**config.mk**
```make
export PLATFORM = sky130hd
export DESIGN_NAME = pipeline_issue_ctrl
export DESIGN_NICKNAME = d
export VERILOG_FILES = /design/src/rtl/pipeline_issue_ctrl.sv
export SDC_FILE = /design/constraint.sdc
export NUM_CORES = 1
export LEC_CHECK = 0
export CORE_MARGIN = 2
export CORE_UTILIZATION = 53
export DETAILED_ROUTE_END_ITERATION = 8
export PLACE_DENSITY = 0.84
export SLEW_MARGIN = 20
export SYNTH_ARGS = -nofsm -noshare
export SYNTH_HDL_FRONTEND = slang
export SYNTH_SLANG_ARGS = --single-unit
```
**constraint.sdc**
```tcl
create_clock -name clk -period 2.9 [get_ports clk]
set_input_delay 0.435 -clock clk [delete_from_list [all_inputs] [get_ports clk]]
set_output_delay 0.435 -clock clk [all_outputs]
set_load 0.02 [all_outputs]
```
**src/rtl/pipeline_issue_ctrl.sv**
```systemverilog
// Issue sequencer for the 8-bit pipelined processor: host FIFO, one issue or NOP per cycle,
// and an in-flight slot pipeline that tags each returning result with its opcode and sequence number.
module pipeline_issue_ctrl #(
    parameter int         DEPTH     = 4,
    parameter int         LAT       = 3,
    parameter logic [7:0] NOP_INSTR = 8'b11_000_000
) (
    input  logic       clk,
    input  logic       rst,
    input  logic [7:0] in_instr,
    input  logic       in_valid,
    output logic       in_ready,
    input  logic       hold,
    input  logic       flush,
    output logic [7:0] proc_instr,
    input  logic [7:0] proc_res,
    output logic [7:0] out_res,
    output logic [1:0] out_op,
    output logic [3:0] out_tag,
    output logic       out_valid,
    output logic       busy
);

    localparam int PW   = $clog2(DEPTH);
    localparam int PTRW = PW + 1;
    localparam int CW   = (LAT > 1) ? $clog2(LAT) : 1;

    typedef enum logic [1:0] {IDLE, RUN, DRAIN} state_t;

    state_t          r_state, w_state_next;
    logic [CW-1:0]   r_drain_cnt, w_drain_cnt_next;
    logic [7:0]      r_fifo [DEPTH];
    logic [PTRW-1:0] r_wr_ptr, r_rd_ptr, w_wr_ptr_next, w_rd_ptr_next;
    logic            w_empty, w_full, w_push, w_issue, w_empty_next, w_inflight_next;
    logic [7:0]      w_head;
    logic [3:0]      r_tag;
    logic            r_cur_valid;
    logic [1:0]      r_cur_op;
    logic [3:0]      r_cur_tag;
    logic [LAT-1:0]  r_slot_valid, w_slot_valid_next;
    logic [1:0]      r_slot_op  [LAT];
    logic [3:0]      r_slot_tag [LAT];

    // Extra pointer bit distinguishes full from empty when the indices match.
    assign w_empty       = (r_wr_ptr == r_rd_ptr);
    assign w_full        = (r_wr_ptr[PW] != r_rd_ptr[PW]) && (r_wr_ptr[PW-1:0] == r_rd_ptr[PW-1:0]);
    assign in_ready      = rst && !w_full && (r_state != DRAIN);
    assign w_push        = in_valid && in_ready && !flush;
    assign w_issue       = (r_state == RUN) && !hold && !flush && !w_empty;
    assign w_head        = r_fifo[r_rd_ptr[PW-1:0]];
    assign w_wr_ptr_next = r_wr_ptr + PTRW'(w_push);
    assign w_rd_ptr_next = r_rd_ptr + PTRW'(w_issue);
    assign w_empty_next  = (w_wr_ptr_next == w_rd_ptr_next);

    // r_cur tracks the word on proc_instr; r_slot[k] is that word k+1 cycles later.
    genvar gi;
    generate
        for (gi = 0; gi < LAT; gi++) begin : g_slot_next
            if (gi == 0) begin : g_first
                assign w_slot_valid_next[gi] = r_cur_valid;
            end else begin : g_rest
                assign w_slot_valid_next[gi] = r_slot_valid[gi-1];
            end
        end
    endgenerate

    assign w_inflight_next = w_issue || (|w_slot_valid_next);

    always_comb begin
        w_state_next     = r_state;
        w_drain_cnt_next = r_drain_cnt;
        if (flush) begin
            w_state_next     = DRAIN;
            w_drain_cnt_next = CW'(LAT - 1);
        end else begin
            case (r_state)
                IDLE:    if (w_push) w_state_next = RUN;
                RUN:     if (w_empty_next && !w_inflight_next) w_state_next = IDLE;
                DRAIN: begin
                    if (r_drain_cnt == '0) w_state_next = IDLE;
                    else                   w_drain_cnt_next = r_drain_cnt - CW'(1);
                end
                default: w_state_next = IDLE;
            endcase
        end
    end

    always_ff @(posedge clk) begin
        if (w_push) r_fifo[r_wr_ptr[PW-1:0]] <= in_instr;
    end

    always_ff @(posedge clk or negedge rst) begin
        if (!rst) begin
            r_state      <= IDLE;
            r_drain_cnt  <= '0;
            r_wr_ptr     <= '0;
            r_rd_ptr     <= '0;
            r_tag        <= '0;
            proc_instr   <= NOP_INSTR;
            r_cur_valid  <= 1'b0;
            r_cur_op     <= '0;
            r_cur_tag    <= '0;
            r_slot_valid <= '0;
            for (int i = 0; i < LAT; i++) begin
                r_slot_op[i]  <= '0;
                r_slot_tag[i] <= '0;
            end
        end else begin
            r_state     <= w_state_next;
            r_drain_cnt <= w_drain_cnt_next;
            if (flush) begin
                r_wr_ptr     <= '0;
                r_rd_ptr     <= '0;
                r_cur_valid  <= 1'b0;
                r_slot_valid <= '0;
            end else begin
                r_wr_ptr     <= w_wr_ptr_next;
                r_rd_ptr     <= w_rd_ptr_next;
                r_cur_valid  <= w_issue;
                r_slot_valid <= w_slot_valid_next;
            end
            proc_instr <= w_issue ? w_head : NOP_INSTR;
            if (w_issue) r_tag <= r_tag + 4'd1;
            r_cur_op      <= w_head[7:6];
            r_cur_tag     <= r_tag;
            r_slot_op[0]  <= r_cur_op;
            r_slot_tag[0] <= r_cur_tag;
            for (int i = 1; i < LAT; i++) begin
                r_slot_op[i]  <= r_slot_op[i-1];
                r_slot_tag[i] <= r_slot_tag[i-1];
            end
        end
    end

    assign out_valid = r_slot_valid[LAT-1];
    assign out_res   = out_valid ? proc_res : '0;
    assign out_op    = out_valid ? r_slot_op[LAT-1] : '0;
    assign out_tag   = out_valid ? r_slot_tag[LAT-1] : '0;
    assign busy      = !w_empty || r_cur_valid || (|r_slot_valid) || (r_state != IDLE);

endmodule
```
==> results of run 1 <==
## layer usage
metal	vias up	share of wire [%]
li1	754	-
met1	787	41
met2	46	50
met3	10	6.8
met4	0	1.7
met5	-	0
## logic make-up after synthesis
group / after synthesis / share of synthesized area (%)
DFF: 82 / 73.05
and+or+nand+nor: 52 / 10.65
xor gates and xnor gates: 13 / 4.004
muxes: 10 / 6.645
buffers and inverters: 9 / 1.527
adders and majority gates: 6 / 2.476
AOI/OAI and AO/OA: 5 / 1.651
## final cells by class
class,instances,share of cell area [%]
multi-input cells,86,20.24
clock buffers,12,4.106
well taps,72,2.365
flip-flops and latches,82,58.15
repair buffers,57,14.13
inverters,4,0.3942
clock inverters,4,0.6242
## flip-flops by register name (all words and copies together), names as in the netlist, 3 cells and up
signal	cells
r_slot_tag	12
r_slot_op	6
r_fifo	32
proc_instr	8
r_slot_valid	3
r_wr_ptr	3
r_rd_ptr	3
r_tag	4
r_cur_tag	4
## cells in the mapped netlist, types with 2 or more instances
| master | instances | area (sq um) |
|---|---|---|
| sky130_fd_sc_hd__clkbuf_1 | 2 | 7.510 |
| sky130_fd_sc_hd__nor3b_1 | 2 | 15.01 |
| sky130_fd_sc_hd__xnor2_1 | 9 | 78.83 |
| sky130_fd_sc_hd__dfrtp_1 | 48 | 1201 |
| sky130_fd_sc_hd__and2_1 | 20 | 125.1 |
| sky130_fd_sc_hd__nand4_1 | 3 | 18.77 |
| sky130_fd_sc_hd__ha_1 | 6 | 75.07 |
| sky130_fd_sc_hd__or2_2 | 2 | 12.51 |
| sky130_fd_sc_hd__nand2_1 | 2 | 7.510 |
| sky130_fd_sc_hd__mux4_2 | 8 | 180.2 |
| sky130_fd_sc_hd__and2b_1 | 3 | 22.52 |
| sky130_fd_sc_hd__xor2_1 | 3 | 26.28 |
| sky130_fd_sc_hd__nor2_1 | 5 | 18.77 |
| sky130_fd_sc_hd__dfstp_2 | 2 | 52.55 |
| sky130_fd_sc_hd__edfxtp_1 | 32 | 960.9 |
| sky130_fd_sc_hd__nor3_1 | 2 | 10.01 |
| sky130_fd_sc_hd__or2b_1 | 2 | 15.01 |
| sky130_fd_sc_hd__inv_1 | 4 | 15.01 |
| sky130_fd_sc_hd__nor2b_1 | 5 | 31.28 |
## stage by stage
step	utilization (%)	hold WS, ns	power, W	std cells	instance area [sq um]
floorplan	-	0.1394	0.001352	177	3032
global placement	65.71	0.2965	0.001428	300	3618
detailed placement	65.71	0.2994	0.001435	300	3618
CTS	69.17	0.3521	0.002181	317	3809
global route	69.17	0.3561	0.002241	317	3809
finish	69.17	0.3505	0.002158	317	3809
## worst max-delay path by stage
stage	start	to	slack, ns	depth (start not counted)
floorplan	r_rd_ptr[0]$_DFF_PN0_	r_state[0]$_DFFE_PN0P_	0.50	11
global placement	flush	r_state[0]$_DFFE_PN0P_	0.25	9
detailed placement	flush	r_state[0]$_DFFE_PN0P_	0.17	9
CTS	r_wr_ptr[1]$_DFF_PN0_	in_ready	0.29	4
global route	r_wr_ptr[1]$_DFF_PN0_	in_ready	0.16	4
finish	r_wr_ptr[1]$_DFF_PN0_	in_ready	0.28	4
## cell usage in the layout, fill, tap and decap left out, types with 2 or more instances in the layout
cell type / instances
sky130_fd_sc_hd__dfrtp_1: 48
sky130_fd_sc_hd__clkdlybuf4s50_1: 44
sky130_fd_sc_hd__edfxtp_1: 32
sky130_fd_sc_hd__and2_1: 20
sky130_fd_sc_hd__buf_4: 11
sky130_fd_sc_hd__xnor2_1: 9
sky130_fd_sc_hd__clkbuf_8: 9
sky130_fd_sc_hd__mux4_2: 8
sky130_fd_sc_hd__ha_1: 6
sky130_fd_sc_hd__nor2b_1: 5
sky130_fd_sc_hd__nor2_1: 5
sky130_fd_sc_hd__inv_1: 4
sky130_fd_sc_hd__and2b_1: 3
sky130_fd_sc_hd__nand4_1: 3
sky130_fd_sc_hd__xor2_1: 3
sky130_fd_sc_hd__or2b_1: 2
sky130_fd_sc_hd__nor3b_1: 2
sky130_fd_sc_hd__nor3_1: 2
sky130_fd_sc_hd__nand2_1: 2
sky130_fd_sc_hd__or2_2: 2
sky130_fd_sc_hd__clkinv_2: 2
sky130_fd_sc_hd__clkbuf_1: 2
sky130_fd_sc_hd__dfstp_2: 2
## power by group through the flow
stage               clock network (W)   logic, W  registers, W
floorplan                           0  0.0000882       0.00126
global placement                    0   0.000161       0.00127
detailed placement                  0   0.000167       0.00127
CTS                          0.000769   0.000169       0.00124
global route                 0.000809   0.000186       0.00125
finish                       0.000746   0.000168       0.00124
## timing repair
item,CTS,global route
hold buffers,1,0
hold endpoints to repair,7,0
resized for setup,0,0
==> results.py, run 1 <==
metrics = {
    "global_route": {
        "gr-usage-met1_pct": 20.58,
        "pin_count_of_the_biggest_net_entering_global_routing": 45,
        "grt_first_pass_wirelength_um": 7721,
        "gr-usage-met2_pct": 27.06,
        "grt_most_used_layer": "met2",
        "met3_usage_pct": 4.186,
        "antenna_found_initial": 0,
        "grt.overflow.total": 0,
        "groute.usage.overall_pct": 16.87,
        "first_global_vias": 1662,
    },
    "hold_path": {
        "min_path_cells": 0,
        "worst_hold_startpoint": "r_slot_op[2]$_DFF_PN0_",
        "hp-class": "flop to flop",
        "timing.hold.worst_endpoint": "r_slot_op[0]$_DFF_PN0_",
    },
    "setup_path": {
        "critical_path.reg2reg.endpoint": "r_state[0]$_DFFE_PN0P_",
        "critPathSlowestCell": "sky130_fd_sc_hd__clkdlybuf4s50_1",
        "critical_path.max_stage_delay_ns": 0.53,
        "worstPathCellList": "xnor2_1, nand3b_1, and3_1, clkdlybuf4s50_1",
        "start_kind": "flop",
        "critical_path_arrival_ns": 2.19,
        "critical_path.top_delay_family": "buffers and inverters",
        "reg2reg_setup_slack_ns": 0.38,
        "buffers_plus_inverters_on_the_worst_setup_path": 1,
        "worstPathRequired_ns": 2.47,
        "crit_type": "flop to primary output",
        "worstPathMaxFanout": 6,
        "number_of_cells_on_the_worst_reg_to_reg_path": 10,
        "worst_setup_path_end_kind": "primary output",
        "r2r_start": "r_wr_ptr[1]$_DFF_PN0_",
    },
    "cells_and_area": {
        "multi_input_area_sq_um": 770.7,
        "filler_instances": 362,
        "ff_latch_area_sq_um": 2215,
        "diodes": 0,
        "areaGrowthSynthToFinish_pct": 25.63,
        "fin_nets": 267,
        "final_layout_size_suffix_gt1_share_pct": 17.14,
    },
    "routing": {
        "routed_wire_per_std_cell_um": 14.96,
        "vias_per_cell": 5.038,
        "vias": 1597,
        "detail_route.first_pass.iterations": 4,
        "ant_nets": 0,
        "drt_iter0_drc": 144,
        "drc": 0,
        "finalWirelength_um": 4741,
    },
    "sta": {
        "normalized_max_slew_margin_pct": 65.33,
        "period_share_pct": 90.36,
        "timing.final.hold_violations": 0,
        "totalNegativeSetupSlack_ns": 0,
        "final.setup.worst_slack_ns": 0.2794,
        "worst_pin_slew_ns": 0.5201,
        "setup_violators_final": 0,
        "clock.fmax_mhz": 381.6,
        "drv_slew": 0,
        "period_needed_ns": 2.621,
        "fin_skew_ns": 0.007725,
        "grt_setup_unrepaired": "false",
    },
    "cts": {
        "cts_setup_buffers": 0,
        "clkSinkCount": 82,
        "cts_buffers": 9,
        "clock_tree.htree_level_count": 3,
        "cts.root.buffer_cell": "sky130_fd_sc_hd__clkbuf_8",
        "insertion_delay_ns": 0.35,
        "clk_transition_reported_paths_ns": 0.07,
        "cts_max_path_buffers": 2,
        "tritoncts": "done",
    },
    "place": {
        "estimated_wirelength_of_the_detail_placed_design_um": 3204,
        "gp_congestion": 0.8001,
        "place_ws_ns": 0.1741,
        "portBuffers": 45,
    },
    "synth": {
        "async_flop_share_pct": 60.98,
        "yosysWarnings": 0,
        "post_synth_edffs": 32,
        "yosysSeqAreaShare_pct": 73.05,
        "yosysUniqueCellTypes": 36,
        "syn_area_per_cell_sq_um": 17.13,
        "yosys_register_bits": 82,
        "syn_inst": 177,
        "syn-cell-area_sq_um": 3032,
        "dominantRegCellSynth": "sky130_fd_sc_hd__dfrtp_1",
        "synthesis.nets": 204,
    },
    "floorplanning": {
        "die_area_sq_um": 6341,
        "initial_core_util_pct": 55.06,
        "placement_rows": 27,
        "die_width_um": 79.63,
        "io_pins": 46,
        "placeableCoreArea_sq_um": 5507,
        "die_height_um": 79.63,
    },
    "pwr": {
        "clock_power_share_pct": 34.6,
        "total_switching_power_w": 0.0004808,
        "power.ir.vdd_worst_mv": 0.5004,
        "comb_power_share_pct": 7.8,
        "power-per-cell-area_nw_per_um2": 566.5,
        "p_leak_nw": 1.589,
        "internal_power_w": 0.001677,
        "power_frac_seq_pct": 57.6,
        "swShare_pct": 22.28,
    },
    "outcome": {
        "result_of_the_run": "complete, no violations",
    },
    "flow_run": {
        "max-cap-violations": 0,
    },
}
(Power assumes the default switching activity.)
==> run 2, diff against run 1 <==
--- a/config.mk
+++ b/config.mk
@@ -9,6 +9,7 @@
 export CORE_UTILIZATION = 53
 export DETAILED_ROUTE_END_ITERATION = 8
 export PLACE_DENSITY = 0.84
+export REMOVE_ABC_BUFFERS = 1
 export SLEW_MARGIN = 20
 export SYNTH_ARGS = -nofsm -noshare
 export SYNTH_HDL_FRONTEND = slang
==> run 2 against run 1 <==
Compared with the run above: fmax fell by 1.6%; clock power rose by 4.3%; sequential power barely moved; largest power group unchanged; global-route usage rose by 1.3 points; clock skew rose by 0.0021 ns; non-clock buffer count fell by 1; critical path depth did not move; total power rose by 1.2%; register-to-register slack barely moved; die area did not move; count of clock-buffer cells in the layout fell by 3; cell area did not move; largest cell class unchanged.
==> results.py, run 2 (synthesis results as in run 1) <==
metrics = {
    "setup_path": {
        "critical_path.max_stage_delay_ns": 0.53,
        "crit_type": "flop to primary output",
        "worstPathRequired_ns": 2.47,
        "critical_path_arrival_ns": 2.23,
        "worst_setup_path_startpoint": "r_wr_ptr[1]$_DFF_PN0_",
        "r2r_start": "r_wr_ptr[1]$_DFF_PN0_",
        "worstPathMaxFanout": 6,
        "worst_setup_path_end_kind": "primary output",
        "worstPathCellList": "xnor2_1, nand3b_1, and3_1, clkdlybuf4s50_1",
        "start_kind": "flop",
        "critPathSlowestCell": "sky130_fd_sc_hd__clkdlybuf4s50_1",
    },
    "sta": {
        "totalNegativeSetupSlack_ns": 0,
        "fin_skew_ns": 0.009781,
        "fin_hold_ws_ns": 0.3538,
        "period_share_pct": 91.82,
        "timing.final.hold_violations": 0,
        "normalized_max_slew_margin_pct": 64.72,
        "drv_slew": 0,
        "period_needed_ns": 2.663,
        "worst_pin_slew_ns": 0.5292,
        "setup_violators_final": 0,
        "clock.fmax_mhz": 375.6,
        "grt_setup_unrepaired": "false",
    },
    "cts": {
        "cts_hold_repair.buffers": 1,
        "cts_setup_buffers": 0,
        "cts_max_path_buffers": 2,
        "clkSinkCount": 82,
        "cts.root.buffer_cell": "sky130_fd_sc_hd__clkbuf_8",
        "ctsResizeCount": 0,
        "cts_buffers": 9,
        "insertion_delay_ns": 0.35,
        "tritoncts": "done",
        "clk_transition_reported_paths_ns": 0.09,
        "clock_tree.htree_level_count": 3,
    },
    "place": {
        "placed_cells_incl_taps": 299,
        "portBuffers": 45,
        "gp_congestion": 0.7904,
        "estimated_wirelength_of_the_detail_placed_design_um": 3299,
    },
    "cells_and_area": {
        "filler_instances": 372,
        "multi_input_area_sq_um": 770.7,
        "ff_latch_area_sq_um": 2215,
        "final_common_cell": "sky130_fd_sc_hd__dfrtp_1",
        "layout.cells.most_common_list": "sky130_fd_sc_hd__dfrtp_1, sky130_fd_sc_hd__clkdlybuf4s50_1, sky130_fd_sc_hd__edfxtp_1, sky130_fd_sc_hd__and2_1, sky130_fd_sc_hd__buf_4",
        "areaGrowthSynthToFinish_pct": 25.63,
        "final_layout_size_suffix_gt1_share_pct": 17.62,
        "diodes": 0,
        "finish.utilization_pct": 69.17,
        "largest_reg_flops": 32,
        "final_instance_count_excl_fillers": 316,
        "fin_nets": 266,
    },
    "global_route": {
        "pin_count_of_the_biggest_net_entering_global_routing": 45,
        "grt_first_pass_wirelength_um": 8314,
        "first_global_vias": 1697,
        "antenna_found_initial": 0,
        "groute.usage.overall_pct": 18.13,
        "grt.overflow.total": 0,
    },
    "floorplanning": {
        "initial_core_util_pct": 55.06,
        "io_pins": 46,
        "placeableCoreArea_sq_um": 5507,
        "die_height_um": 79.63,
        "die_area_sq_um": 6341,
        "placement_rows": 27,
        "die_width_um": 79.63,
    },
    "outcome": {
        "result_of_the_run": "complete, no violations",
    },
    "routing": {
        "vias": 1600,
        "drt_iter0_drc": 54,
        "routed_wire_per_std_cell_um": 15.58,
        "finalWirelength_um": 4923,
        "drc": 0,
        "ant_nets": 0,
        "vias_per_cell": 5.063,
        "detail_route.first_pass.iterations": 4,
    },
    "pwr": {
        "power-per-cell-area_nw_per_um2": 573.6,
        "total_power_w": 0.002185,
        "power.ir.vdd_worst_mv": 0.5132,
        "p_leak_nw": 1.593,
    },
    "flow_run": {
        "max-cap-violations": 0,
    },
    "hold_path": {
        "worst_hold_startpoint": "r_slot_tag[10]$_DFF_PN0_",
        "hp-class": "flop to flop",
    },
}
-- run 2: critical path: cells and delay by family, from the launching register on --
family / cells / cell delay (ns)
buffers and inverters: 1 / 0.53
flip-flops: 1 / 0.46
XOR/XNOR: 1 / 0.46
AND/OR/NAND/NOR: 2 / 0.44
-- run 2: power breakdown --
part           switching (W)  internal, W  leakage (nW)
Combinational      0.0000788    0.0000846         0.540
Clock               0.000442     0.000336         0.101
Sequential         0.0000139      0.00123         0.952
-- run 2: final timing paths --
path,endpoint,slack [ns],cells past startpoint
worst min-delay path,r_slot_tag[6]$_DFF_PN0_,0.35,0
max in group asynchronous,proc_instr[6]$_DFF_PN1_,1.65,3
min in group asynchronous,r_rd_ptr[2]$_DFF_PN0_,0.47,2
worst min register to register,r_slot_tag[6]$_DFF_PN0_,0.35,0
worst max register to register,r_state[0]$_DFFE_PN0P_,0.38,10
worst max-delay path,in_ready,0.24,4
-- run 2: metal layers --
layer  global-route usage [%]  share of wire [%]  vias to the layer above
met5                        0                  0                        -
met4                    5.690               0.77                        0
met3                    6.335                6.9                        4
met2                    30.08                 48                       48
met1                    22.43                 44                      799
li1                         -                  -                      749
-- run 2: layout make-up --
| type | instances | share of cell area, % |
|---|---|---|
| clock buffers | 9 | 3.252 |
| multi-input cells | 86 | 20.24 |
| well taps | 72 | 2.365 |
| clock inverters | 7 | 1.675 |
| repair buffers | 56 | 13.93 |
| inverters | 4 | 0.3942 |
| flip-flops and latches | 82 | 58.15 |
-- run 2: metrics by stage --
step | setup WS [ns] | cell area, sq um
floorplan | 0.4492 | 3000
global placement | 0.2130 | 3611
detailed placement | 0.1331 | 3611
CTS | 0.2473 | 3809
global route | 0.1801 | 3809
finish | 0.2373 | 3809
==> run 3, diff against run 2 <==
--- a/config.mk
+++ b/config.mk
@@ -8,6 +8,7 @@
 export CORE_MARGIN = 2
 export CORE_UTILIZATION = 53
 export DETAILED_ROUTE_END_ITERATION = 8
+export GPL_TIMING_DRIVEN = 0
 export PLACE_DENSITY = 0.84
 export REMOVE_ABC_BUFFERS = 1
 export SLEW_MARGIN = 20
==> run 3 against run 2 <==
Compared with the run above: global-route usage decreased by 1.8 points; die area unchanged; utilization decreased by 0.70 points; clock skew decreased by 0.0044 ns; sequential share of layout area increased by 0.63 points; setup slack improved by 0.015 ns; hold slack got worse by 0.31 ns; clock power decreased by 4.1%; combinational power about the same; highest routed layer unchanged; count of clock-buffer cells in the layout unchanged.
==> results.py, run 3 (synthesis results as in run 1) <==
metrics = {
    "setup_path": {
        "critical_path.top_delay_family": "compound AO/OA/AOI/OAI gates",
        "worstPathCellList": "dlygate4sd2_1, or4b_4, a31oi_4, ha_1, ha_1, xor2_1, nor3_1, a211o_1, a21oi_1",
        "crit_type": "primary input to flop",
        "worstPathRequired_ns": 3.17,
        "number_of_cells_on_the_worst_reg_to_reg_path": 10,
        "critical_path.max_stage_delay_ns": 0.63,
        "crit_path_frequent_cell": "sky130_fd_sc_hd__ha_1",
        "start_kind": "primary input",
        "critical_path_arrival_ns": 2.92,
        "buffers_plus_inverters_on_the_worst_setup_path": 1,
        "worstPathMaxFanout": 15,
        "worst_setup_path_end_kind": "flop",
        "cp_num_cells": 9,
        "critPathSlowestCell": "sky130_fd_sc_hd__or4b_4",
    },
    "sta": {
        "totalNegativeSetupSlack_ns": 0,
        "setup_violators_final": 0,
        "drv_slew": 0,
        "timing.final.hold_violations": 0,
        "clock.fmax_mhz": 377.7,
        "normalized_max_slew_margin_pct": 45.70,
        "period_share_pct": 91.29,
        "final.setup.worst_slack_ns": 0.2527,
        "grt_setup_unrepaired": "false",
        "worst_pin_slew_ns": 0.8115,
        "fin_skew_ns": 0.005431,
        "period_needed_ns": 2.647,
    },
    "cts": {
        "clkSinkCount": 82,
        "cts_buffers": 9,
        "clock_tree.htree_level_count": 3,
        "clk_transition_reported_paths_ns": 0.08,
        "cts_max_path_buffers": 2,
        "tritoncts": "done",
        "insertion_delay_ns": 0.34,
        "cts.root.buffer_cell": "sky130_fd_sc_hd__clkbuf_8",
    },
    "pwr": {
        "internal_power_w": 0.001636,
        "clock_power_share_pct": 34.6,
        "total_switching_power_w": 0.0005166,
        "power_frac_seq_pct": 57.8,
        "p_leak_nw": 1.542,
        "comb_power_share_pct": 7.6,
        "power.ir.vdd_worst_mv": 0.4014,
        "swShare_pct": 23.99,
        "power-per-cell-area_nw_per_um2": 571.1,
    },
    "floorplanning": {
        "initial_core_util_pct": 55.06,
        "die_width_um": 79.63,
        "io_pins": 46,
        "placeableCoreArea_sq_um": 5507,
        "placement_rows": 27,
        "die_height_um": 79.63,
        "die_area_sq_um": 6341,
    },
    "cells_and_area": {
        "areaGrowthSynthToFinish_pct": 24.35,
        "final_layout_size_suffix_gt1_share_pct": 17.09,
        "finish.utilization_pct": 68.46,
        "filler_instances": 378,
        "diodes": 0,
        "final_instance_count_excl_fillers": 306,
        "layout.cells.most_common_list": "sky130_fd_sc_hd__dfrtp_1, sky130_fd_sc_hd__clkdlybuf4s50_1, sky130_fd_sc_hd__edfxtp_1, sky130_fd_sc_hd__and2_1, sky130_fd_sc_hd__clkbuf_8",
        "final_common_cell": "sky130_fd_sc_hd__dfrtp_1",
        "fin_nets": 256,
        "largest_reg_flops": 32,
    },
    "routing": {
        "vias": 1547,
        "vias_per_cell": 5.056,
        "detail_route.first_pass.iterations": 4,
        "routed_wire_per_std_cell_um": 14.94,
        "drt_iter0_drc": 143,
        "ant_nets": 0,
        "drc": 0,
        "finalWirelength_um": 4571,
    },
    "place": {
        "portBuffers": 45,
        "place_ws_ns": -0.4319,
        "estimated_wirelength_of_the_detail_placed_design_um": 3067,
        "gp_congestion": 0.6656,
        "placed_cells_incl_taps": 290,
    },
    "global_route": {
        "grt.overflow.total": 0,
        "pin_count_of_the_biggest_net_entering_global_routing": 33,
        "groute.usage.overall_pct": 16.37,
        "first_global_vias": 1592,
        "antenna_found_initial": 0,
        "grt_first_pass_wirelength_um": 7514,
    },
    "hold_path": {
        "hp-class": "primary input to async pin",
    },
    "flow_run": {
        "max-cap-violations": 0,
    },
    "outcome": {
        "result_of_the_run": "complete, no violations",
    },
}
[run 3: power groups by stage]
| stage | logic, W | clock network (W) | registers, W |
|---|---|---|---|
| 3_3_place_gp | 0.000156 | 0 | 0.00127 |
| 6_report | 0.000163 | 0.000746 | 0.00124 |
| 3_5_place_dp | 0.000166 | 0 | 0.00127 |
| 2_1_floorplan | 0.0000867 | 0 | 0.00126 |
| 5_1_grt | 0.000183 | 0.000812 | 0.00125 |
| 4_1_cts | 0.000167 | 0.000767 | 0.00124 |
[run 3: what timing repair did]
action,4_1_cts,5_1_grt
endpoints found under the setup margin,1,10
endpoints found under the hold margin,0,0
gates resized for setup,1,3
buffers inserted,0,0
hold buffers,0,0
[run 3: metal layers]
metal,wire length (um),track usage (%)
met5,0,0
met2,2124,24.87
met3,287,4.186
met4,52,8.276
met1,2107,22.07
[run 3: worst paths after layout]
| kind | start | endpoint | slack (ns) |
|---|---|---|---|
| max | flush | r_state[0]$_DFFE_PN0P_ | 0.25 |
| min in group clk | r_slot_tag[9]$_DFF_PN0_ | r_slot_tag[5]$_DFF_PN0_ | 0.35 |
| min | rst | r_drain_cnt[0]$_DFFE_PN0P_ | 0.05 |
| max reg2reg | r_rd_ptr[1]$_DFF_PN0_ | r_state[0]$_DFFE_PN0P_ | 0.30 |
| max in group asynchronous | rst | proc_instr[7]$_DFF_PN1_ | 2.24 |
| min reg2reg | r_slot_tag[9]$_DFF_PN0_ | r_slot_tag[5]$_DFF_PN0_ | 0.35 |
[run 3: cell type report]
type	instances	area, sq um	area share, %
sequential	82	2216	58.78
multi-input combinational	86	800.8	21.24
timing repair buffer	46	464.2	12.31
clock buffer	9	123.9	3.286
tap	72	90.09	2.390
clock inverter	7	60.06	1.593
inverter	4	15.01	0.3983
[run 3: worst reg2reg max path, stage by stage, from the launching register on]
cell                       delay (ns)
sky130_fd_sc_hd__dfrtp_1         0.57
sky130_fd_sc_hd__xnor2_2         0.36
sky130_fd_sc_hd__nand3b_1        0.17
sky130_fd_sc_hd__nand4_1         0.28
sky130_fd_sc_hd__inv_1           0.08
sky130_fd_sc_hd__ha_1            0.18
sky130_fd_sc_hd__ha_1            0.30
sky130_fd_sc_hd__xor2_1          0.16
sky130_fd_sc_hd__nor3_1          0.07
sky130_fd_sc_hd__a211o_1         0.25
sky130_fd_sc_hd__a21oi_1         0.11
[run 3: per-stage QoR]
step | hold slack, ns | instance area [sq um] | power [W]
after floorplan | 0.1394 | 3000 | 0.001351
after global placement | 0.3324 | 3541 | 0.001422
after detailed placement | 0.3347 | 3571 | 0.001435
after CTS | 0.05275 | 3754 | 0.002178
after global routing | 0.07621 | 3770 | 0.002243
final | 0.04763 | 3770 | 0.002153
==> edit 1 (settings of run 2) <==
`NOP_INSTR`: 8'b11_000_000 -> 8'b10000000.
--- a/src/rtl/pipeline_issue_ctrl.sv
+++ b/src/rtl/pipeline_issue_ctrl.sv
@@ -3,7 +3,7 @@
 module pipeline_issue_ctrl #(
     parameter int         DEPTH     = 4,
     parameter int         LAT       = 3,
-    parameter logic [7:0] NOP_INSTR = 8'b11_000_000
+    parameter logic [7:0] NOP_INSTR = 8'b10000000
 ) (
     input  logic       clk,
     input  logic       rst,
Check against the original RTL: not equivalent (Yosys sat finds a counterexample within 4 cycles, from zero or initial values and one cycle with rst low).
==> edit 1 against run 2 <==
Area after synthesis increased by 0.41%. Sequential cell count unchanged. Via count decreased by 1.4%. First-iteration DRC count increased by 94%. Global-route usage decreased by 1.4 points. Cell area increased by 0.23%. Setup slack improved by 45 ps. Combinational power increased by 2%. Wire length decreased by 3.7%. Power decreased by 2.6%.
==> edit 1: results <==
[detailed_routing]
vias_per_cell = 4.98
met3_length_um = 270
top_layer = met4
drcViolationCount = 0
routedWlPerCell_um = 15.0
drt_iter0_drc = 105
route.met2.wl_mm = 2.36
drt-met1-wl_mm = 2.08
drtPass1Iterations = 4

[finish]
largest_register_ffs = 32
insertedDiodeCount = 0
nNetsFinal = 267
drive_gt1_share_pct = 18.4

[power]
peakVddDrop_uv = 441
total_leakage_power_nw = 1.62
swShare_pct = 22.5

[global_routing]
grt_use_total_pct = 16.7
grt_pass1_wl_mm = 7.74
antenna_found_initial = 0
grt_max_degree = 44
grt_pass1_vias = 1593

[cts]
clkTransAtPathRegs_ps = 70
clock-root-buffer = clkbuf_8
clk-insertion-delay-late_ps = 340
cts_buffer_depth = 2
htree_levels = 3
cts_buffers = 9

[min_path]
min-delay-start = r_slot_op[5]$_DFF_PN0_
min_delay_worst_endpoint = r_slot_op[3]$_DFF_PN0_
min_path_cells = 0
min_path_type = reg2reg

[sta]
clock_skew_ps = 8.43
tightest_slew_ps = 517
whs_ps = 351

[synth]
synth_xor_area_share_pct = 4.23
synth_area_leaders = dfrtp_1, edfxtp_1, mux4_2, and2_1, ha_1
synthMuxAreaShare_pct = 6.62
netlist_top_cells_count = dfrtp_1, edfxtp_1, and2_1, mux4_2, xnor2_1
yosys.area_share.adder_pct = 2.47
synthFlopType = dfrtp_1
seq_area_frac_synth_pct = 72.7
async_flop_share_pct = 61.0
synth_compound_area_share_pct = 1.64
yosys_warnings = 0
synth_edf_count = 32
ys_types = 37

[placed_design]
gp_congestion = 0.861
hpwl_mm = 3.32
portBuffers = 45

[worst_setup_path]
arrival_ps = 2180
cp-endpoint = in_ready
cp_max_fo = 6
critPathLaunch = r_wr_ptr[1]$_DFF_PN0_
r2r_cells = 10
r2r_slack_ps = 360
regToRegEndpoint = r_state[0]$_DFFE_PN0P_

[status]
status = complete, no violations
==> edit 1: logic make-up after synthesis <==
family / count (synthesis)
mux: 10
xor+xnor: 13
compound gates: 5
buf+inv: 9
flops: 82
simple gates: 52
fa+ha+maj: 6
==> edit 1: worst max-delay path: stages (launching register included) <==
cell and delay [ps]:
dfrtp_1 460, xnor2_1 450, nand3b_1 210, and3_1 210
clkdlybuf4s50_1 530
==> edit 1: per-layer routing <==
layer | vias up | global-route usage, %
li1 | 752 | -
met1 | 775 | 22.1
met2 | 48 | 26.6
met3 | 3 | 3.85
met4 | 0 | 7.63
met5 | - | 0
==> edit 1: layout make-up <==
cell class	count	area, um^2
Sequential cell	82	2210
Fill cell	397	1720
Multi-Input combinational cell	86	785
Timing Repair Buffer	57	538
Clock buffer	10	138
Tap cell	72	90.1
Clock inverter	6	38.8
Inverter	4	15.0
==> edit 1: what timing repair did <==
item	CTS	global route
buffers inserted	0	0
hold buffers	1	0
endpoints found under the hold margin	7	0
resized for setup	0	0
==> edit 1: power groups by stage <==
stage | combinational (mW) | sequential (mW) | clock, mW
floorplan | 0.0867 | 1.26 | 0
global placement | 0.160 | 1.27 | 0
detailed placement | 0.169 | 1.27 | 0
CTS | 0.170 | 1.24 | 0.745
global route | 0.190 | 1.25 | 0.790
finish | 0.167 | 1.24 | 0.719
==> edit 1: metrics by stage <==
step	cell area, um^2	power (mW)	cells	utilization, %	worst slack [ps]
floorplan	3010	1.35	172	-	449
global placement	3630	1.43	300	65.5	255
detailed placement	3630	1.44	300	65.5	169
CTS	3820	2.16	317	68.9	254
global route	3820	2.23	317	68.9	140
finish	3820	2.13	317	68.9	282
==> edit 2 (settings of run 2) <==
Made on the original files. Take the reset off `r_cur_tag` and load it in a clocked block of its own.
--- a/src/rtl/pipeline_issue_ctrl.sv
+++ b/src/rtl/pipeline_issue_ctrl.sv
@@ -99,7 +99,6 @@
             proc_instr   <= NOP_INSTR;
             r_cur_valid  <= 1'b0;
             r_cur_op     <= '0;
-            r_cur_tag    <= '0;
             r_slot_valid <= '0;
             for (int i = 0; i < LAT; i++) begin
                 r_slot_op[i]  <= '0;
@@ -122,7 +121,6 @@
             proc_instr <= w_issue ? w_head : NOP_INSTR;
             if (w_issue) r_tag <= r_tag + 4'd1;
             r_cur_op      <= w_head[7:6];
-            r_cur_tag     <= r_tag;
             r_slot_op[0]  <= r_cur_op;
             r_slot_tag[0] <= r_cur_tag;
             for (int i = 1; i < LAT; i++) begin
@@ -132,6 +130,10 @@
         end
     end
 
+    always_ff @(posedge clk) begin
+        r_cur_tag <= r_tag;
+    end
+
     assign out_valid = r_slot_valid[LAT-1];
     assign out_res   = out_valid ? proc_res : '0;
     assign out_op    = out_valid ? r_slot_op[LAT-1] : '0;
Behaviour: same outputs for any inputs over 10 cycles, from zero or initial values and one cycle with rst low; that may be too few to reach the edited logic, so the function may still have changed.
==> edit 2 against run 2 <==
Worst hold slack lost 24 ps. Cell area grew 0.23%. Wire length shrank 5.2%. Power grew 3.1%. Setup slack lost 28 ps. Area after synthesis shrank 0.66%. Cell count grew 0.32%. Sequential cell count is the same.
==> edit 2: results <==
[status]
status = complete, no violations

[global_routing]
met3_usage_pct = 4.07
grt_use_total_pct = 17.2
grt_max_degree = 46
use_met2_pct = 27.0
grt_pass1_wl_mm = 7.96
use_met1_pct = 22.3
grt_pass1_vias = 1698

[synth]
netlist_top_cells_count = dfrtp_1, edfxtp_1, and2_1, xnor2_1, mux4_2
synth_area_leaders = dfrtp_1, edfxtp_1, mux4_2, and2_1, dfxtp_1
ys_types = 37
synth_compound_area_share_pct = 1.66
synthMuxAreaShare_pct = 6.69
seq_area_frac_synth_pct = 72.9
synth_xor_area_share_pct = 4.03
yosys.area_share.adder_pct = 2.49
async_flop_share_pct = 56.1

[placed_design]
hpwl_mm = 3.06
gp_congestion = 0.771
dpl_worst_slack_ps = 171

[sta]
max_slew_margin_pct = 63.2
clock_skew_ps = 7.80
fmax_mhz = 372
setup_violations = 0
whs_ps = 330

[finish]
drive_gt1_share_pct = 18.0
insertedDiodeCount = 0
fill_cells = 382
nNetsFinal = 267

[min_path]
min-delay-start = r_cur_tag[3]$_DFF_P_
min_delay_worst_endpoint = r_slot_tag[11]$_DFF_PN0_

[worst_setup_path]
arrival_ps = 2260
r2r_slack_ps = 310

[detailed_routing]
drt_iter0_drc = 113
routedWlPerCell_um = 14.7
vias_per_cell = 5.01
route.met2.wl_mm = 2.24
met3_length_um = 266
drt-met1-wl_mm = 2.10

[power]
p_comb_share_pct = 7.2
swShare_pct = 22.5
seq_power_mw = 1.24
total_leakage_power_nw = 1.58
peakVddDrop_uv = 377

[cts]
clk-insertion-delay-late_ps = 340
cts_buffer_depth = 2
## edit 2: final cells by class
type | count | area share, %
Clock inverter | 6 | 1.87
Timing Repair Buffer | 57 | 14.1
Inverter | 4 | 0.393
Clock buffer | 10 | 3.61
Sequential cell | 82 | 57.5
Multi-Input combinational cell | 86 | 20.2
Tap cell | 72 | 2.36
## edit 2: through the flow
| step | util [%] | instances | instance area [um^2] | total power, mW |
|---|---|---|---|---|
| 2_1_floorplan | - | 172 | 2980 | 1.35 |
| 3_3_place_gp | 65.3 | 300 | 3600 | 1.43 |
| 3_5_place_dp | 65.3 | 300 | 3600 | 1.43 |
| 4_1_cts | 69.3 | 317 | 3820 | 2.28 |
| 5_1_grt | 69.3 | 317 | 3820 | 2.34 |
| 6_report | 69.3 | 317 | 3820 | 2.25 |
## edit 2: timing repair
action,4_1_cts,5_1_grt
hold endpoints to repair,1,0
endpoints found under the setup margin,0,0
gates resized for setup,0,0
hold buffers,1,0
